===== config.mk =====
export PLATFORM = sky130hd
export DESIGN_NAME = hazard_ctrl_flat
export DESIGN_NICKNAME = d
export VERILOG_FILES = /design/src/rtl/hazard_ctrl_if.sv /design/src/rtl/hazard_ctrl.sv /design/src/flat_wrapper.sv
export SDC_FILE = /design/constraint.sdc
export NUM_CORES = 1
export LEC_CHECK = 0
export BUFFER_PORTS_ARGS = -buffer_cell sky130_fd_sc_hd__buf_2
export CAP_MARGIN = 20
export CORE_MARGIN = 1.5
export CORE_UTILIZATION = 43
export DETAILED_ROUTE_END_ITERATION = 12
export PLACE_DENSITY = 0.67
export SYNTH_ARGS = -nofsm -noshare
export SYNTH_HDL_FRONTEND = slang
export SYNTH_SLANG_ARGS = --single-unit

===== constraint.sdc =====
create_clock -name clk -period 8.29 [get_ports clk]
set_clock_uncertainty 0.2 [all_clocks]
set_input_delay 2.487 -clock clk [delete_from_list [all_inputs] [get_ports clk]]
set_output_delay 2.487 -clock clk [all_outputs]
set_load 0.02 [all_outputs]

===== src/rtl/hazard_ctrl_if.sv =====
// Pipeline-to-hazard-controller signal bundle. The pipeline (master) drives
// the decode/execute status and MMIO handshake; the controller (slave)
// returns stall/flush/bubble controls, its state and performance counters.
interface hazard_ctrl_if #(
  parameter int CNT_W = 32
);
  // Decode stage
  logic             id_valid;
  logic [4:0]       id_rs1_addr;
  logic [4:0]       id_rs2_addr;
  logic             id_uses_rs1;
  logic             id_uses_rs2;
  // Execute stage
  logic             ex_valid;
  logic [4:0]       ex_wb_addr;
  logic             ex_is_load;
  logic             ex_redirect;
  logic             ex_mmio_req;
  // MMIO handshake
  logic             mmio_ready;
  // Controls back to the pipeline
  logic             stall_pc;
  logic             stall_ifid;
  logic             stall_idex;
  logic             bubble_idex;
  logic             flush_ifid;
  logic             flush_idex;
  logic             wb_bubble;
  logic             mmio_err;
  logic [1:0]       state_o;
  logic [CNT_W-1:0] cnt_stall;
  logic [CNT_W-1:0] cnt_flush;

  modport master (
    output id_valid, id_rs1_addr, id_rs2_addr, id_uses_rs1, id_uses_rs2,
           ex_valid, ex_wb_addr, ex_is_load, ex_redirect, ex_mmio_req,
           mmio_ready,
    input  stall_pc, stall_ifid, stall_idex, bubble_idex, flush_ifid,
           flush_idex, wb_bubble, mmio_err, state_o, cnt_stall, cnt_flush
  );

  modport slave (
    input  id_valid, id_rs1_addr, id_rs2_addr, id_uses_rs1, id_uses_rs2,
           ex_valid, ex_wb_addr, ex_is_load, ex_redirect, ex_mmio_req,
           mmio_ready,
    output stall_pc, stall_ifid, stall_idex, bubble_idex, flush_ifid,
           flush_idex, wb_bubble, mmio_err, state_o, cnt_stall, cnt_flush
  );
endinterface


===== src/rtl/hazard_ctrl.sv =====
// Execute-stage sequencing controller: load-use stalls, redirect flushes
// (flush cycle plus one FLUSH cycle for the stale BRAM fetch) and MMIO wait
// stalls with an optional timeout. Stall/flush/bubble outputs are Mealy;
// state, wait counter, mmio_err and the saturating counters are registered.
module hazard_ctrl #(
  parameter int CNT_W        = 32,
  parameter int MMIO_TIMEOUT = 255
) (
  input  logic          clk,
  input  logic          rst_n,
  hazard_ctrl_if.slave  hz
);

  typedef enum logic [1:0] {
    RUN       = 2'd0,
    FLUSH     = 2'd1,
    MMIO_WAIT = 2'd2
  } state_t;

  // Wait counter only has to reach MMIO_TIMEOUT-1; with the timeout disabled
  // it may wrap freely because nothing compares it.
  localparam int WCNT_W = (MMIO_TIMEOUT > 1) ? $clog2(MMIO_TIMEOUT) : 1;
  localparam logic [WCNT_W-1:0] WCNT_LAST =
    WCNT_W'((MMIO_TIMEOUT == 0) ? 0 : MMIO_TIMEOUT - 1);

  state_t            state, state_nxt;
  logic [WCNT_W-1:0] wcnt;
  logic [CNT_W-1:0]  cnt_stall, cnt_flush;
  logic              mmio_err;

  logic ld_use, mmio_block, redir, timeout_hit;
  logic stall_pc, stall_ifid, stall_idex, bubble_idex;
  logic flush_ifid, flush_idex, wb_bubble;
  logic flush_accept, err_set;

  assign ld_use = hz.ex_valid & hz.ex_is_load & (hz.ex_wb_addr != 5'd0) &
                  hz.id_valid &
                  ((hz.id_uses_rs1 & (hz.id_rs1_addr == hz.ex_wb_addr)) |
                   (hz.id_uses_rs2 & (hz.id_rs2_addr == hz.ex_wb_addr)));
  assign mmio_block  = hz.ex_valid & hz.ex_mmio_req & ~hz.mmio_ready;
  assign redir       = hz.ex_valid & hz.ex_redirect;
  assign timeout_hit = (MMIO_TIMEOUT != 0) && (wcnt == WCNT_LAST);

  // Next state and Mealy controls; priority is MMIO block, redirect, load-use.
  always_comb begin
    // NOTE: every output gets a default first so no path leaves one unassigned, which would infer a latch.
    state_nxt    = state;
    stall_pc     = 1'b0;
    stall_ifid   = 1'b0;
    stall_idex   = 1'b0;
    bubble_idex  = 1'b0;
    flush_ifid   = 1'b0;
    flush_idex   = 1'b0;
    wb_bubble    = 1'b0;
    flush_accept = 1'b0;
    err_set      = 1'b0;
    case (state)
      RUN: begin
        if (mmio_block) begin
          stall_pc   = 1'b1;
          stall_ifid = 1'b1;
          stall_idex = 1'b1;
          wb_bubble  = 1'b1;
          state_nxt  = MMIO_WAIT;
        end else if (redir) begin
          flush_ifid   = 1'b1;
          flush_idex   = 1'b1;
          flush_accept = 1'b1;
          state_nxt    = FLUSH;
        end else if (ld_use) begin
          stall_pc    = 1'b1;
          stall_ifid  = 1'b1;
          bubble_idex = 1'b1;
        end
      end
      FLUSH: begin
        // Kills the fetch that was already in flight from the old PC.
        flush_ifid = 1'b1;
        state_nxt  = RUN;
      end
      MMIO_WAIT: begin
        if (hz.mmio_ready) begin
          state_nxt = RUN;
          if (ld_use) begin
            stall_pc    = 1'b1;
            stall_ifid  = 1'b1;
            bubble_idex = 1'b1;
          end
        end else if (timeout_hit) begin
          // Give up: the instruction retires with undefined load data.
          err_set   = 1'b1;
          state_nxt = RUN;
        end else begin
          stall_pc   = 1'b1;
          stall_ifid = 1'b1;
          stall_idex = 1'b1;
          wb_bubble  = 1'b1;
        end
      end
      default: state_nxt = RUN;
    endcase
  end

  // State register.
  always_ff @(posedge clk or negedge rst_n) begin
    // NOTE: sequential state uses non-blocking assignments so all registers update from pre-edge values.
    if (!rst_n) state <= RUN;
    else        state <= state_nxt;
  end

  // Wait counter: held at zero outside MMIO_WAIT, so it is clear on entry.
  always_ff @(posedge clk or negedge rst_n) begin
    if (!rst_n)                  wcnt <= '0;
    else if (state == MMIO_WAIT) wcnt <= wcnt + 1'b1;
    else                         wcnt <= '0;
  end

  // Registered timeout pulse, visible in the first RUN cycle after the timeout.
  always_ff @(posedge clk or negedge rst_n) begin
    if (!rst_n) mmio_err <= 1'b0;
    else        mmio_err <= err_set;
  end

  // Saturating stall and flush event counters.
  always_ff @(posedge clk or negedge rst_n) begin
    if (!rst_n) begin
      cnt_stall <= '0;
      cnt_flush <= '0;
    end else begin
      if (stall_pc && (cnt_stall != '1))     cnt_stall <= cnt_stall + 1'b1;
      if (flush_accept && (cnt_flush != '1)) cnt_flush <= cnt_flush + 1'b1;
    end
  end

  assign hz.stall_pc    = stall_pc;
  assign hz.stall_ifid  = stall_ifid;
  assign hz.stall_idex  = stall_idex;
  assign hz.bubble_idex = bubble_idex;
  assign hz.flush_ifid  = flush_ifid;
  assign hz.flush_idex  = flush_idex;
  assign hz.wb_bubble   = wb_bubble;
  assign hz.mmio_err    = mmio_err;
  assign hz.state_o     = state;
  assign hz.cnt_stall   = cnt_stall;
  assign hz.cnt_flush   = cnt_flush;

endmodule


===== src/flat_wrapper.sv =====
// flat-port wrapper written by rule: the top's interface ports become plain ports
module hazard_ctrl_flat 
#(
  parameter int CNT_W        = 32,
  parameter int MMIO_TIMEOUT = 255
)
  (clk, rst_n, hz_id_valid, hz_id_rs1_addr, hz_id_rs2_addr, hz_id_uses_rs1, hz_id_uses_rs2, hz_ex_valid, hz_ex_wb_addr, hz_ex_is_load, hz_ex_redirect, hz_ex_mmio_req, hz_mmio_ready, hz_stall_pc, hz_stall_ifid, hz_stall_idex, hz_bubble_idex, hz_flush_ifid, hz_flush_idex, hz_wb_bubble, hz_mmio_err, hz_state_o, hz_cnt_stall, hz_cnt_flush);
  hazard_ctrl_if #(.CNT_W(CNT_W)) hz_i ();
  input  logic clk;
  input  logic rst_n;
  input wire logic [$bits(hz_i.id_valid)-1:0] hz_id_valid;
  input wire logic [$bits(hz_i.id_rs1_addr)-1:0] hz_id_rs1_addr;
  input wire logic [$bits(hz_i.id_rs2_addr)-1:0] hz_id_rs2_addr;
  input wire logic [$bits(hz_i.id_uses_rs1)-1:0] hz_id_uses_rs1;
  input wire logic [$bits(hz_i.id_uses_rs2)-1:0] hz_id_uses_rs2;
  input wire logic [$bits(hz_i.ex_valid)-1:0] hz_ex_valid;
  input wire logic [$bits(hz_i.ex_wb_addr)-1:0] hz_ex_wb_addr;
  input wire logic [$bits(hz_i.ex_is_load)-1:0] hz_ex_is_load;
  input wire logic [$bits(hz_i.ex_redirect)-1:0] hz_ex_redirect;
  input wire logic [$bits(hz_i.ex_mmio_req)-1:0] hz_ex_mmio_req;
  input wire logic [$bits(hz_i.mmio_ready)-1:0] hz_mmio_ready;
  output wire logic [$bits(hz_i.stall_pc)-1:0] hz_stall_pc;
  output wire logic [$bits(hz_i.stall_ifid)-1:0] hz_stall_ifid;
  output wire logic [$bits(hz_i.stall_idex)-1:0] hz_stall_idex;
  output wire logic [$bits(hz_i.bubble_idex)-1:0] hz_bubble_idex;
  output wire logic [$bits(hz_i.flush_ifid)-1:0] hz_flush_ifid;
  output wire logic [$bits(hz_i.flush_idex)-1:0] hz_flush_idex;
  output wire logic [$bits(hz_i.wb_bubble)-1:0] hz_wb_bubble;
  output wire logic [$bits(hz_i.mmio_err)-1:0] hz_mmio_err;
  output wire logic [$bits(hz_i.state_o)-1:0] hz_state_o;
  output wire logic [$bits(hz_i.cnt_stall)-1:0] hz_cnt_stall;
  output wire logic [$bits(hz_i.cnt_flush)-1:0] hz_cnt_flush;
  assign hz_i.id_valid = hz_id_valid;
  assign hz_i.id_rs1_addr = hz_id_rs1_addr;
  assign hz_i.id_rs2_addr = hz_id_rs2_addr;
  assign hz_i.id_uses_rs1 = hz_id_uses_rs1;
  assign hz_i.id_uses_rs2 = hz_id_uses_rs2;
  assign hz_i.ex_valid = hz_ex_valid;
  assign hz_i.ex_wb_addr = hz_ex_wb_addr;
  assign hz_i.ex_is_load = hz_ex_is_load;
  assign hz_i.ex_redirect = hz_ex_redirect;
  assign hz_i.ex_mmio_req = hz_ex_mmio_req;
  assign hz_i.mmio_ready = hz_mmio_ready;
  assign hz_stall_pc = hz_i.stall_pc;
  assign hz_stall_ifid = hz_i.stall_ifid;
  assign hz_stall_idex = hz_i.stall_idex;
  assign hz_bubble_idex = hz_i.bubble_idex;
  assign hz_flush_ifid = hz_i.flush_ifid;
  assign hz_flush_idex = hz_i.flush_idex;
  assign hz_wb_bubble = hz_i.wb_bubble;
  assign hz_mmio_err = hz_i.mmio_err;
  assign hz_state_o = hz_i.state_o;
  assign hz_cnt_stall = hz_i.cnt_stall;
  assign hz_cnt_flush = hz_i.cnt_flush;
  hazard_ctrl #(.CNT_W(CNT_W), .MMIO_TIMEOUT(MMIO_TIMEOUT)) u_core (.clk(clk), .rst_n(rst_n), .hz(hz_i));
endmodule

Word-level counts from Yosys, hierarchy flattened:

Index checks and enable logic that the tools add are counted.

* bitwise operators: 11
* muxes and demuxes: 25
* $add $sub $neg: 3
* reductions and logical operators: 5
* equality and inequality tests: 9

Operators with widths (count)
* adder 32 x 1 -> 32 bit (second input constant): 2
* inequality test 32 bit (second input constant): 2
* 2-to-1 mux 1 bit: 15
* equality test 5 bit: 2
* AND 1 bit: 9
* adder 8 x 1 -> 8 bit (second input constant): 1
* equality test 8 bit (second input constant): 1
* 2-to-1 mux 2 bit: 4
* 2-to-1 mux 8 bit: 1
* case mux 1 bit (2 select lines): 4
* nonzero test 5 bit: 1
* case mux 2 bit (2 select lines): 1
* inequality test 3 x 1 -> 1 bit (second input constant): 1
* inequality test 3 x 2 -> 1 bit (second input constant): 1
* equality test 2 x 1 -> 1 bit (second input constant): 1
* equality test 2 bit (second input constant): 1
* logical AND 1 bit: 2
* logical NOT 2 bit: 1
* AND reduction 2 bit: 1
* NOT 1 bit: 1
* OR 1 bit: 1

* input bits: 25
* logic and storage cells: 58
* flip-flop bits (word level): 75

Longest topological paths before layout:

Gate-level depths: netlist of run 1.

* word-level depth: 9
* depth in mapped cells: 9
* gate-level depth less buffers: 7

Worst setup path before layout of run 1:

Ideal clock, no wire load.

* path kind: in2out
* start: input port hz_ex_wb_addr[0]
* end: output port hz_stall_pc
* path slack: 1.736 ns
* stages: 7
* data required time: 5.603 ns
* buffers on the path: 3
* arrival: 3.867 ns
* path through: or4_1 -> nor2_1 -> nor4_1 -> a31o_1 -> buf_2 -> buf_2 -> buf_4

* longest elaborated chain between the ends: 8
* elaborated cells on any way between the ends: 14

RTL lines
* start, declared: line flat_wrapper.sv:17 `input wire logic [$bits(hz_i.ex_wb_addr)-1:0] hz_ex_wb_addr;`
* equality test 5 bit, or another cell as far along: line hazard_ctrl.sv:38 `((hz.id_uses_rs1 & (hz.id_rs1_addr == hz.ex_wb_addr)) |`
* AND 1 bit, on equally long branches: line hazard_ctrl.sv:38, hazard_ctrl.sv:36, hazard_ctrl.sv:39
* OR 1 bit or AND 1 bit (tied branches): line hazard_ctrl.sv:38, hazard_ctrl.sv:36
* AND 1 bit (*): line hazard_ctrl.sv:37 `hz.id_valid &`
* 2-to-1 mux 1 bit (*)
* 2-to-1 mux 1 bit (2 in a row)
* case mux 1 bit (2 select lines) (*)
* end, declared: line flat_wrapper.sv:22 `output wire logic [$bits(hz_i.stall_pc)-1:0] hz_stall_pc;`

Mark *: on every way between the ends. The rest lies on a longest branch, timed or not.

Worst setup path in the final report of run 1:

* start: input port hz_ex_valid
* end: output port hz_stall_pc

* longest elaborated chain between the ends: 8
* elaborated cells on any way between the ends: 12

RTL lines
* start, declared: line flat_wrapper.sv:16 `input wire logic [$bits(hz_i.ex_valid)-1:0] hz_ex_valid;`
* AND 1 bit (3 in a row): line hazard_ctrl.sv:36 `assign ld_use = hz.ex_valid & hz.ex_is_load & (hz.ex_wb_addr != 5'd0) &`
* AND 1 bit: line hazard_ctrl.sv:37
* 2-to-1 mux 1 bit: line hazard_ctrl.sv:70, hazard_ctrl.sv:84
* 2-to-1 mux 1 bit: line hazard_ctrl.sv:65 `end else if (redir) begin`
* 2-to-1 mux 1 bit: line hazard_ctrl.sv:59 `if (mmio_block) begin`
* case mux 1 bit (2 select lines) (*): line hazard_ctrl.sv:57 `case (state)`

Marks and branches as above.

==> metrics.txt, run 1 <==
# TYPE chip_impl_metric gauge
chip_impl_info{name="run_status",value="completed"} 1
chip_impl_metric{name="post_drt_wl_per_cell",unit="um"} 14.9
chip_impl_metric{name="critical_path.max_stage_delay",unit="ns"} 0.60
chip_impl_info{name="rsz0062_at_grt",value="no"} 1
chip_impl_info{name="tritoncts",value="yes"} 1
chip_impl_metric{name="route.vias.total",unit=""} 3052
chip_impl_info{name="critical-path-slowest-cell",value="sky130_fd_sc_hd__a31o_1"} 1
chip_impl_metric{name="synth_area",unit="sq um"} 3810
chip_impl_info{name="layout_common_cells",value="sky130_fd_sc_hd__buf_2, sky130_fd_sc_hd__dfrtp_1, sky130_fd_sc_hd__xnor2_1, sky130_fd_sc_hd__nand2_1"} 1
chip_impl_info{name="worst_r2r_dst",value="u_core.hz.cnt_stall[30]"} 1
chip_impl_metric{name="ys_async_sr_fraction",unit=""} 1.00
chip_impl_metric{name="post-cts-setup-buffers",unit=""} 0
chip_impl_info{name="crit_family",value="simple AND/OR/NAND/NOR gates"} 1
chip_impl_metric{name="floorplan.core_area",unit="sq um"} 8640
chip_impl_metric{name="count_of_filler_cells_inserted_in_the_layout",unit=""} 815
chip_impl_info{name="clock-root-buffer",value="sky130_fd_sc_hd__clkbuf_8"} 1
chip_impl_metric{name="synth_compound_gate_area_share",unit=""} 0.0289
chip_impl_metric{name="finalHoldViolCount",unit=""} 0
chip_impl_info{name="hold_end",value="u_core.hz.cnt_stall[30]"} 1
chip_impl_metric{name="place_hpwl",unit="um"} 6110
chip_impl_metric{name="clock_sink_count",unit=""} 75
chip_impl_metric{name="portBuffers",unit=""} 98
chip_impl_metric{name="fin_cells",unit=""} 569
chip_impl_info{name="hold_path_startpoint",value="u_core.hz.cnt_stall[30]"} 1
chip_impl_metric{name="worst-r2r-setup-slack",unit="ns"} 5.29
chip_impl_info{name="end_kind",value="output pin"} 1
chip_impl_metric{name="grt_use_met2",unit=""} 0.292
chip_impl_metric{name="synth-simple-area-share",unit=""} 0.268
chip_impl_metric{name="netlist-cell-type-count",unit=""} 47
chip_impl_metric{name="detail_route.wirelength",unit="um"} 8470
chip_impl_metric{name="ioPinCount",unit=""} 99
chip_impl_metric{name="final_setup_fails",unit=""} 0
chip_impl_metric{name="worst_ep_arrival_time",unit="ns"} 4.10
chip_impl_metric{name="critical_path_required",unit="ns"} 5.60
chip_impl_metric{name="initial_antenna_violation_count",unit=""} 0
chip_impl_metric{name="seqCellArea",unit="sq um"} 1880
chip_impl_metric{name="grt_max_degree",unit=""} 76
chip_impl_metric{name="syn_to_final_growth",unit="%"} 20.9
chip_impl_metric{name="first_global_vias",unit=""} 3017
chip_impl_metric{name="cts-root-to-sink-buffers",unit=""} 2
chip_impl_metric{name="viasPerCell",unit=""} 5.36
chip_impl_metric{name="global_route.overflow_total",unit=""} 0
chip_impl_metric{name="post_synth_xor_area_fraction",unit=""} 0.172
chip_impl_metric{name="grt_first_pass_wirelength",unit="um"} 14400
chip_impl_metric{name="peakVddDrop",unit="mV"} 0.0916
chip_impl_info{name="rr_startpoint",value="u_core.hz.cnt_stall[0]"} 1
chip_impl_metric{name="num-nets-final",unit=""} 485
chip_impl_metric{name="place.detailed.instances",unit=""} 553
chip_impl_metric{name="drcViolationCount",unit=""} 0
chip_impl_metric{name="max-cap-violations",unit=""} 0
chip_impl_metric{name="static-leakage-power",unit="nW"} 2.27
chip_impl_info{name="worst-setup-path-type",value="primary input to output pin"} 1
chip_impl_metric{name="drt-pass1-iter-count",unit=""} 4
chip_impl_metric{name="slew_viol_final",unit=""} 0
chip_impl_metric{name="worst_slew_pin_slew",unit="ns"} 0.953
chip_impl_metric{name="antenna_left",unit=""} 0
chip_impl_metric{name="h-tree-depth",unit=""} 3
chip_impl_info{name="worst_hold_path_type",value="flip-flop to flip-flop"} 1
chip_impl_metric{name="critical_path.n_buffers_inverters",unit=""} 2
chip_impl_metric{name="post_synth.cell_area_avg",unit="sq um"} 10.8
chip_impl_metric{name="floorplan_row_count",unit=""} 34
chip_impl_metric{name="globalRouteMet1Util",unit=""} 0.250
chip_impl_metric{name="synth_nets",unit=""} 383
chip_impl_metric{name="maxSlewHeadroom",unit=""} 0.364
chip_impl_metric{name="initial_utilization",unit=""} 0.441
chip_impl_metric{name="cp_max_fanout",unit=""} 17
chip_impl_metric{name="whs_path_depth",unit=""} 1
chip_impl_metric{name="synth_edf_count",unit=""} 0
chip_impl_metric{name="flop_and_latch_count_out_of_synthesis",unit=""} 75
chip_impl_metric{name="ys_warn_count",unit=""} 0
chip_impl_metric{name="setup_tns",unit="ns"} 0
chip_impl_metric{name="drt_iter0_drc",unit=""} 96
chip_impl_metric{name="chipWidth",unit="um"} 97.1
chip_impl_metric{name="worst_slack",unit="ns"} 1.50
chip_impl_metric{name="die-area",unit="sq um"} 9430
chip_impl_info{name="worst_path_cell_chain",value="buf_2 -> nand2b_1 -> nor4_1 -> a31o_1 -> buf_2"} 1
chip_impl_metric{name="die_extent_in_y",unit="um"} 97.1
chip_impl_metric{name="cts_hold_buf",unit=""} 0
chip_impl_metric{name="cts_buffers",unit=""} 9
chip_impl_info{name="top_usage_layer",value="met2"} 1
chip_impl_metric{name="num_antenna_cells",unit=""} 0
chip_impl_metric{name="finalPower",unit="uW"} 848
chip_impl_metric{name="rd_place_congestion",unit=""} 0.765
chip_impl_metric{name="post-route-period-util",unit=""} 0.819
chip_impl_metric{name="clkTransAtPathRegs",unit="ns"} 0.08
chip_impl_metric{name="fmaxAchievable",unit="MHz"} 147
chip_impl_info{name="critPathMostFrequentCell",value="sky130_fd_sc_hd__buf_2"} 1
chip_impl_metric{name="pre_cts_ws",unit="ns"} 1.49
chip_impl_metric{name="synth_cells",unit=""} 354
chip_impl_metric{name="multiInputGateArea",unit="sq um"} 1860
chip_impl_metric{name="ys_seq_area_frac",unit=""} 0.493
chip_impl_metric{name="clkLatencyLatePin",unit="ns"} 0.35
chip_impl_metric{name="cell_depth_of_the_worst_flop_to_flop_path",unit=""} 7
chip_impl_info{name="main_combinational_cell_family_by_area_after_synthesis",value="simple AND/OR/NAND/NOR gates"} 1
chip_impl_info{name="setup.worst_path.start_class",value="primary input"} 1
chip_impl_info{name="synthFlopType",value="sky130_fd_sc_hd__dfrtp_1"} 1
chip_impl_metric{name="grtUsageMet3",unit=""} 0.0460
chip_impl_info{name="layout.cells.most_common",value="sky130_fd_sc_hd__buf_2"} 1
chip_impl_metric{name="post_synthesis_adder_cell_area_fraction",unit=""} 0.0131
chip_impl_metric{name="grtUsageTotal",unit=""} 0.187
chip_impl_metric{name="power_density",unit="nW/um^2"} 184
chip_impl_metric{name="yosys-mux-area-fraction",unit=""} 0.00591
chip_impl_metric{name="period_needed",unit="ns"} 6.79
chip_impl_metric{name="postCtsResizedCells",unit=""} 0
chip_impl_metric{name="fraction_of_final_layout_cells_sized_beyond_drive_strength_1",unit=""} 0.293
worst register-to-register path, stage by stage (launching register included):
cell and delay, ns:
sky130_fd_sc_hd__dfrtp_1 0.41, sky130_fd_sc_hd__ha_1 0.21, sky130_fd_sc_hd__nand4_1 0.16, sky130_fd_sc_hd__nor4_2 0.49, sky130_fd_sc_hd__nand4b_1 0.67, sky130_fd_sc_hd__and4_1 0.55, sky130_fd_sc_hd__nand3_1 0.13, sky130_fd_sc_hd__xnor2_1 0.13
kinds of logic after synthesis:
kind of cell | Yosys count
XOR/XNOR | 75
adder cells (fa/ha/maj) | 4
AO/OA/AOI/OAI | 14
flip-flops | 75
AND/OR/NAND/NOR | 169
multiplexers | 2
buffers and inverters | 15
flip-flops by register name, summed over array words and instances (netlist names):
signal	count
u_core.hz.cnt_flush	32
u_core.hz.cnt_stall	32
u_core.hz.mmio_err	1
u_core.wcnt	8
u_core.hz.state_o	2
metal layers:
metal | vias to the layer above | wire, um
met5 | - | 0
met4 | 0 | 103
met3 | 8 | 488
met2 | 75 | 4000
met1 | 1513 | 3880
li1 | 1456 | -
area by class of cell:
type,count,share of cell area
clock buffer,9,0.0269
clock inverter,7,0.0171
inverter,6,0.00489
multi-input combinational,264,0.404
sequential,75,0.408
tap,108,0.0293
timing repair buffer,100,0.110
power breakdown:
group / internal, mW / switching, mW / total [mW]
Sequential: 0.389 / 0.0323 / 0.422
Combinational: 0.0545 / 0.0866 / 0.141
Clock: 0.140 / 0.145 / 0.285
Total: 0.584 / 0.263 / 0.848
cells in the mapped netlist, drive strengths merged, types with 2 or more instances:
cell,count,area share
xor2,18,0.041
o32ai,2,0.0066
nor4b,3,0.010
nand2b,4,0.0066
or4,2,0.0049
inv,6,0.0059
nor4,3,0.011
a31oi,3,0.0049
buf,6,0.0092
nor3,2,0.0026
and3,16,0.029
and4,15,0.035
mux2,2,0.0059
nand3,27,0.035
dfrtp,75,0.49
and2,5,0.0082
or3,2,0.0033
and2b,2,0.0046
nor3b,4,0.011
clkbuf,3,0.0033
nor2,27,0.027
ha,4,0.013
xnor2,57,0.13
nand2,28,0.028
a21oi,4,0.0062
nand4,26,0.047
how the worst max path moves through the flow:
stage                          start  cells after the start  slack (ns)     endpoint
floorplan           hz_ex_wb_addr[0]                      7        1.74  hz_stall_pc
global placement         hz_ex_valid                      5        1.56  hz_stall_pc
detailed placement       hz_ex_valid                      5        1.49  hz_stall_pc
CTS                      hz_ex_valid                      5        1.47  hz_stall_pc
global route             hz_ex_valid                      5        1.31  hz_stall_pc
finish                   hz_ex_valid                      5        1.50  hz_stall_pc
metrics by stage:
stage	instance area, sq um	utilization	hold slack [ns]
4_1_cts	4600	0.533	0.291
3_3_place_gp	4400	0.510	0.273
2_1_floorplan	3810	-	0.292
3_5_place_dp	4400	0.510	0.276
5_1_grt	4600	0.533	0.315
6_report	4600	0.533	0.288
(Power assumes the default switching activity.)
==> run 2: changes to the inputs <==
--- a/config.mk
+++ b/config.mk
@@ -10,7 +10,7 @@
 export CORE_MARGIN = 1.5
 export CORE_UTILIZATION = 43
 export DETAILED_ROUTE_END_ITERATION = 12
-export PLACE_DENSITY = 0.67
+export PLACE_DENSITY = 0.7
 export SYNTH_ARGS = -nofsm -noshare
 export SYNTH_HDL_FRONTEND = slang
 export SYNTH_SLANG_ARGS = --single-unit
==> constraint.sdc (replaced) <==
create_clock -name clk -period 5.9 [get_ports clk]
set_clock_uncertainty 0.2 [all_clocks]
set_input_delay 1.77 -clock clk [delete_from_list [all_inputs] [get_ports clk]]
set_output_delay 1.77 -clock clk [all_outputs]
set_load 0.02 [all_outputs]
==> run 2 against run 1 <==
Sequential share of layout area decreased by 0.34 points. First-iteration DRC count decreased by 6.3%. Critical path depth unchanged. Routed wire length decreased by 0.47%. Combinational power increased by 35%. Sequential power increased by 41%. Register-to-register slack got worse by 2.4 ns. Utilization increased by 0.45 points. Clock-buffer cell count increased by 4. Setup slack got worse by 0.82 ns. Non-clock buffer count decreased by 1. Global-route usage decreased by 0.29 points. Critical path type unchanged. Critical endpoint unchanged.
==> metrics.txt, run 2 (same netlist as run 1, synthesis figures left out) <==
# TYPE chip_impl_metric gauge
chip_impl_info{name="setup.worst_path.start_class",value="primary input"} 1
chip_impl_info{name="crit_family",value="simple AND/OR/NAND/NOR gates"} 1
chip_impl_metric{name="grtUsageTotal",unit=""} 0.184
chip_impl_metric{name="detail_route.wirelength",unit="um"} 8430
chip_impl_metric{name="final_setup_fails",unit=""} 0
chip_impl_metric{name="post_drt_wl_per_cell",unit="um"} 14.8
chip_impl_metric{name="portBuffers",unit=""} 98
chip_impl_metric{name="peakVddDrop",unit="mV"} 0.0995
chip_impl_metric{name="hold-worst-slack",unit="ns"} 0.281
chip_impl_metric{name="critical_path.n_buffers_inverters",unit=""} 2
chip_impl_metric{name="critical_path.max_stage_delay",unit="ns"} 0.47
chip_impl_metric{name="initial_antenna_violation_count",unit=""} 0
chip_impl_metric{name="worst_slew_pin_slew",unit="ns"} 0.937
chip_impl_info{name="worst_hold_path_type",value="flip-flop to flip-flop"} 1
chip_impl_info{name="clock-root-buffer",value="sky130_fd_sc_hd__clkbuf_8"} 1
chip_impl_metric{name="place_hpwl",unit="um"} 6080
chip_impl_metric{name="first_global_vias",unit=""} 2987
chip_impl_metric{name="finish.utilization",unit=""} 0.538
chip_impl_metric{name="count_of_filler_cells_inserted_in_the_layout",unit=""} 791
chip_impl_metric{name="power_density",unit="nW/um^2"} 270
chip_impl_metric{name="worst_ep_arrival_time",unit="ns"} 3.25
chip_impl_metric{name="antenna_left",unit=""} 0
chip_impl_metric{name="cts_buffers",unit=""} 9
chip_impl_metric{name="initial_utilization",unit=""} 0.441
chip_impl_metric{name="num-nets-final",unit=""} 484
chip_impl_metric{name="grt_first_pass_wirelength",unit="um"} 14200
chip_impl_metric{name="fmaxAchievable",unit="MHz"} 192
chip_impl_metric{name="postCtsResizedCells",unit=""} 0
chip_impl_metric{name="viasPerCell",unit=""} 5.31
chip_impl_metric{name="combinational_power_share",unit=""} 0.152
chip_impl_metric{name="slew_viol_final",unit=""} 0
chip_impl_metric{name="critical_path_required",unit="ns"} 3.93
chip_impl_metric{name="rd_place_congestion",unit=""} 0.801
chip_impl_info{name="rsz0062_at_grt",value="no"} 1
chip_impl_metric{name="num_antenna_cells",unit=""} 0
chip_impl_metric{name="drt_iter0_drc",unit=""} 90
chip_impl_metric{name="max-cap-violations",unit=""} 0
chip_impl_metric{name="global_route.overflow_total",unit=""} 0
chip_impl_metric{name="chipWidth",unit="um"} 97.1
chip_impl_metric{name="floorplan.core_area",unit="sq um"} 8640
chip_impl_metric{name="route.vias.total",unit=""} 3017
chip_impl_metric{name="clkLatencyLatePin",unit="ns"} 0.35
chip_impl_info{name="worst-setup-path-type",value="primary input to output pin"} 1
chip_impl_info{name="run_status",value="completed"} 1
chip_impl_metric{name="floorplan_row_count",unit=""} 34
chip_impl_metric{name="clkTransAtPathRegs",unit="ns"} 0.08
chip_impl_metric{name="clockPowerShare",unit=""} 0.375
chip_impl_metric{name="clock_sink_count",unit=""} 75
chip_impl_metric{name="cp_max_fanout",unit=""} 12
chip_impl_metric{name="cts-root-to-sink-buffers",unit=""} 2
chip_impl_metric{name="die_extent_in_y",unit="um"} 97.1
chip_impl_metric{name="switching_part_of_the_total",unit=""} 0.277
chip_impl_info{name="layout_common_cells",value="sky130_fd_sc_hd__buf_2, sky130_fd_sc_hd__dfrtp_1, sky130_fd_sc_hd__xnor2_1, sky130_fd_sc_hd__nand2_1"} 1
chip_impl_metric{name="post-route-period-util",unit=""} 0.884
chip_impl_info{name="critPathMostFrequentCell",value="sky130_fd_sc_hd__buf_2"} 1
chip_impl_metric{name="maxSlewHeadroom",unit=""} 0.376
chip_impl_info{name="worst_path_cell_chain",value="buf_2 -> nand2b_1 -> nor4_1 -> a31o_1 -> buf_2"} 1
chip_impl_metric{name="ioPinCount",unit=""} 99
chip_impl_info{name="tritoncts",value="yes"} 1
chip_impl_metric{name="multiInputGateArea",unit="sq um"} 1860
chip_impl_info{name="critical-path-slowest-cell",value="sky130_fd_sc_hd__a31o_1"} 1
chip_impl_metric{name="post-cts-setup-buffers",unit=""} 0
chip_impl_metric{name="die-area",unit="sq um"} 9430
chip_impl_metric{name="h-tree-depth",unit=""} 3
chip_impl_metric{name="drcViolationCount",unit=""} 0
chip_impl_metric{name="setup_tns",unit="ns"} 0
chip_impl_metric{name="static-leakage-power",unit="nW"} 2.29
chip_impl_metric{name="net-switching-power",unit="uW"} 347
chip_impl_info{name="layout.cells.most_common",value="sky130_fd_sc_hd__buf_2"} 1
chip_impl_info{name="reg.largest.list",value="u_core.hz.cnt_flush x32, u_core.hz.cnt_stall x32, u_core.wcnt x8"} 1
chip_impl_metric{name="period_needed",unit="ns"} 5.22
chip_impl_metric{name="internal-power",unit="uW"} 907
chip_impl_metric{name="seqCellArea",unit="sq um"} 1880
chip_impl_info{name="end_kind",value="output pin"} 1
chip_impl_metric{name="fraction_of_final_layout_cells_sized_beyond_drive_strength_1",unit=""} 0.291
chip_impl_metric{name="finalHoldViolCount",unit=""} 0
chip_impl_metric{name="syn_to_final_growth",unit="%"} 21.9
chip_impl_metric{name="cts_hold_buf",unit=""} 0
chip_impl_metric{name="power.share.sequential",unit=""} 0.473
chip_impl_metric{name="drt-pass1-iter-count",unit=""} 4
chip_impl_metric{name="grt_max_degree",unit=""} 76
[run 2: changes by cell type in the layout (fill, tap and decap cells not counted), sizes merged]
cell	change
clkinvlp	-2
bufinv	+1
clkbuf	+4
buf	-1
clkinv	-3
[run 2: final timing paths]
path / cells past startpoint / endpoint / slack, ns / startpoint
worst max register to register: 7 / u_core.hz.cnt_stall[30] / 2.88 / u_core.hz.cnt_stall[0]
max in group asynchronous: 1 / u_core.hz.mmio_err / 3.53 / rst_n
worst min-delay path: 1 / u_core.hz.cnt_flush[11] / 0.28 / u_core.hz.cnt_flush[11]
worst max-delay path: 5 / hz_stall_pc / 0.68 / hz_ex_valid
min in group asynchronous: 1 / u_core.hz.cnt_flush[10] / 1.37 / rst_n
worst min register to register: 1 / u_core.hz.cnt_flush[11] / 0.28 / u_core.hz.cnt_flush[11]
[run 2: routing by layer]
metal / share of wire / vias up / global-route usage
met5: 0 / - / 0
met4: 0.012 / 0 / 0.0669
met3: 0.048 / 9 / 0.0424
met2: 0.48 / 71 / 0.300
met1: 0.46 / 1480 / 0.240
li1: - / 1457 / -
[run 2: cell type report]
cell class / instances / share of cell area
well taps: 108 / 0.0291
repair buffers: 99 / 0.108
inverters: 6 / 0.00485
clock inverters: 3 / 0.0146
multi-input cells: 264 / 0.401
clock buffers: 13 / 0.0385
flip-flops and latches: 75 / 0.404
[run 2: power groups by stage]
stage / Sequential, mW / Combinational, mW / Clock, mW
final: 0.593 / 0.191 / 0.470
after CTS: 0.592 / 0.195 / 0.481
after global placement: 0.600 / 0.189 / 0
after global routing: 0.598 / 0.211 / 0.504
after detailed placement: 0.602 / 0.194 / 0
after floorplan: 0.634 / 0.0808 / 0
[run 2: through the flow]
stage / cells / area (sq um) / setup slack (ns) / power, mW
6_report: 568 / 4640 / 0.684 / 1.25
5_1_grt: 568 / 4640 / 0.486 / 1.31
4_1_cts: 568 / 4640 / 0.669 / 1.27
3_5_place_dp: 552 / 4400 / 0.673 / 0.797
3_3_place_gp: 552 / 4400 / 0.708 / 0.789
2_1_floorplan: 354 / 3810 / 0.780 / 0.715
[run 2: worst reg2reg max path, cell delays in order, from the launching register on]
cell and delay [ns]:
sky130_fd_sc_hd__dfrtp_1 0.41, sky130_fd_sc_hd__ha_1 0.21, sky130_fd_sc_hd__nand4_1 0.14, sky130_fd_sc_hd__nor4_2 0.50
sky130_fd_sc_hd__nand4b_1 0.67, sky130_fd_sc_hd__and4_1 0.55, sky130_fd_sc_hd__nand3_1 0.12, sky130_fd_sc_hd__xnor2_1 0.13
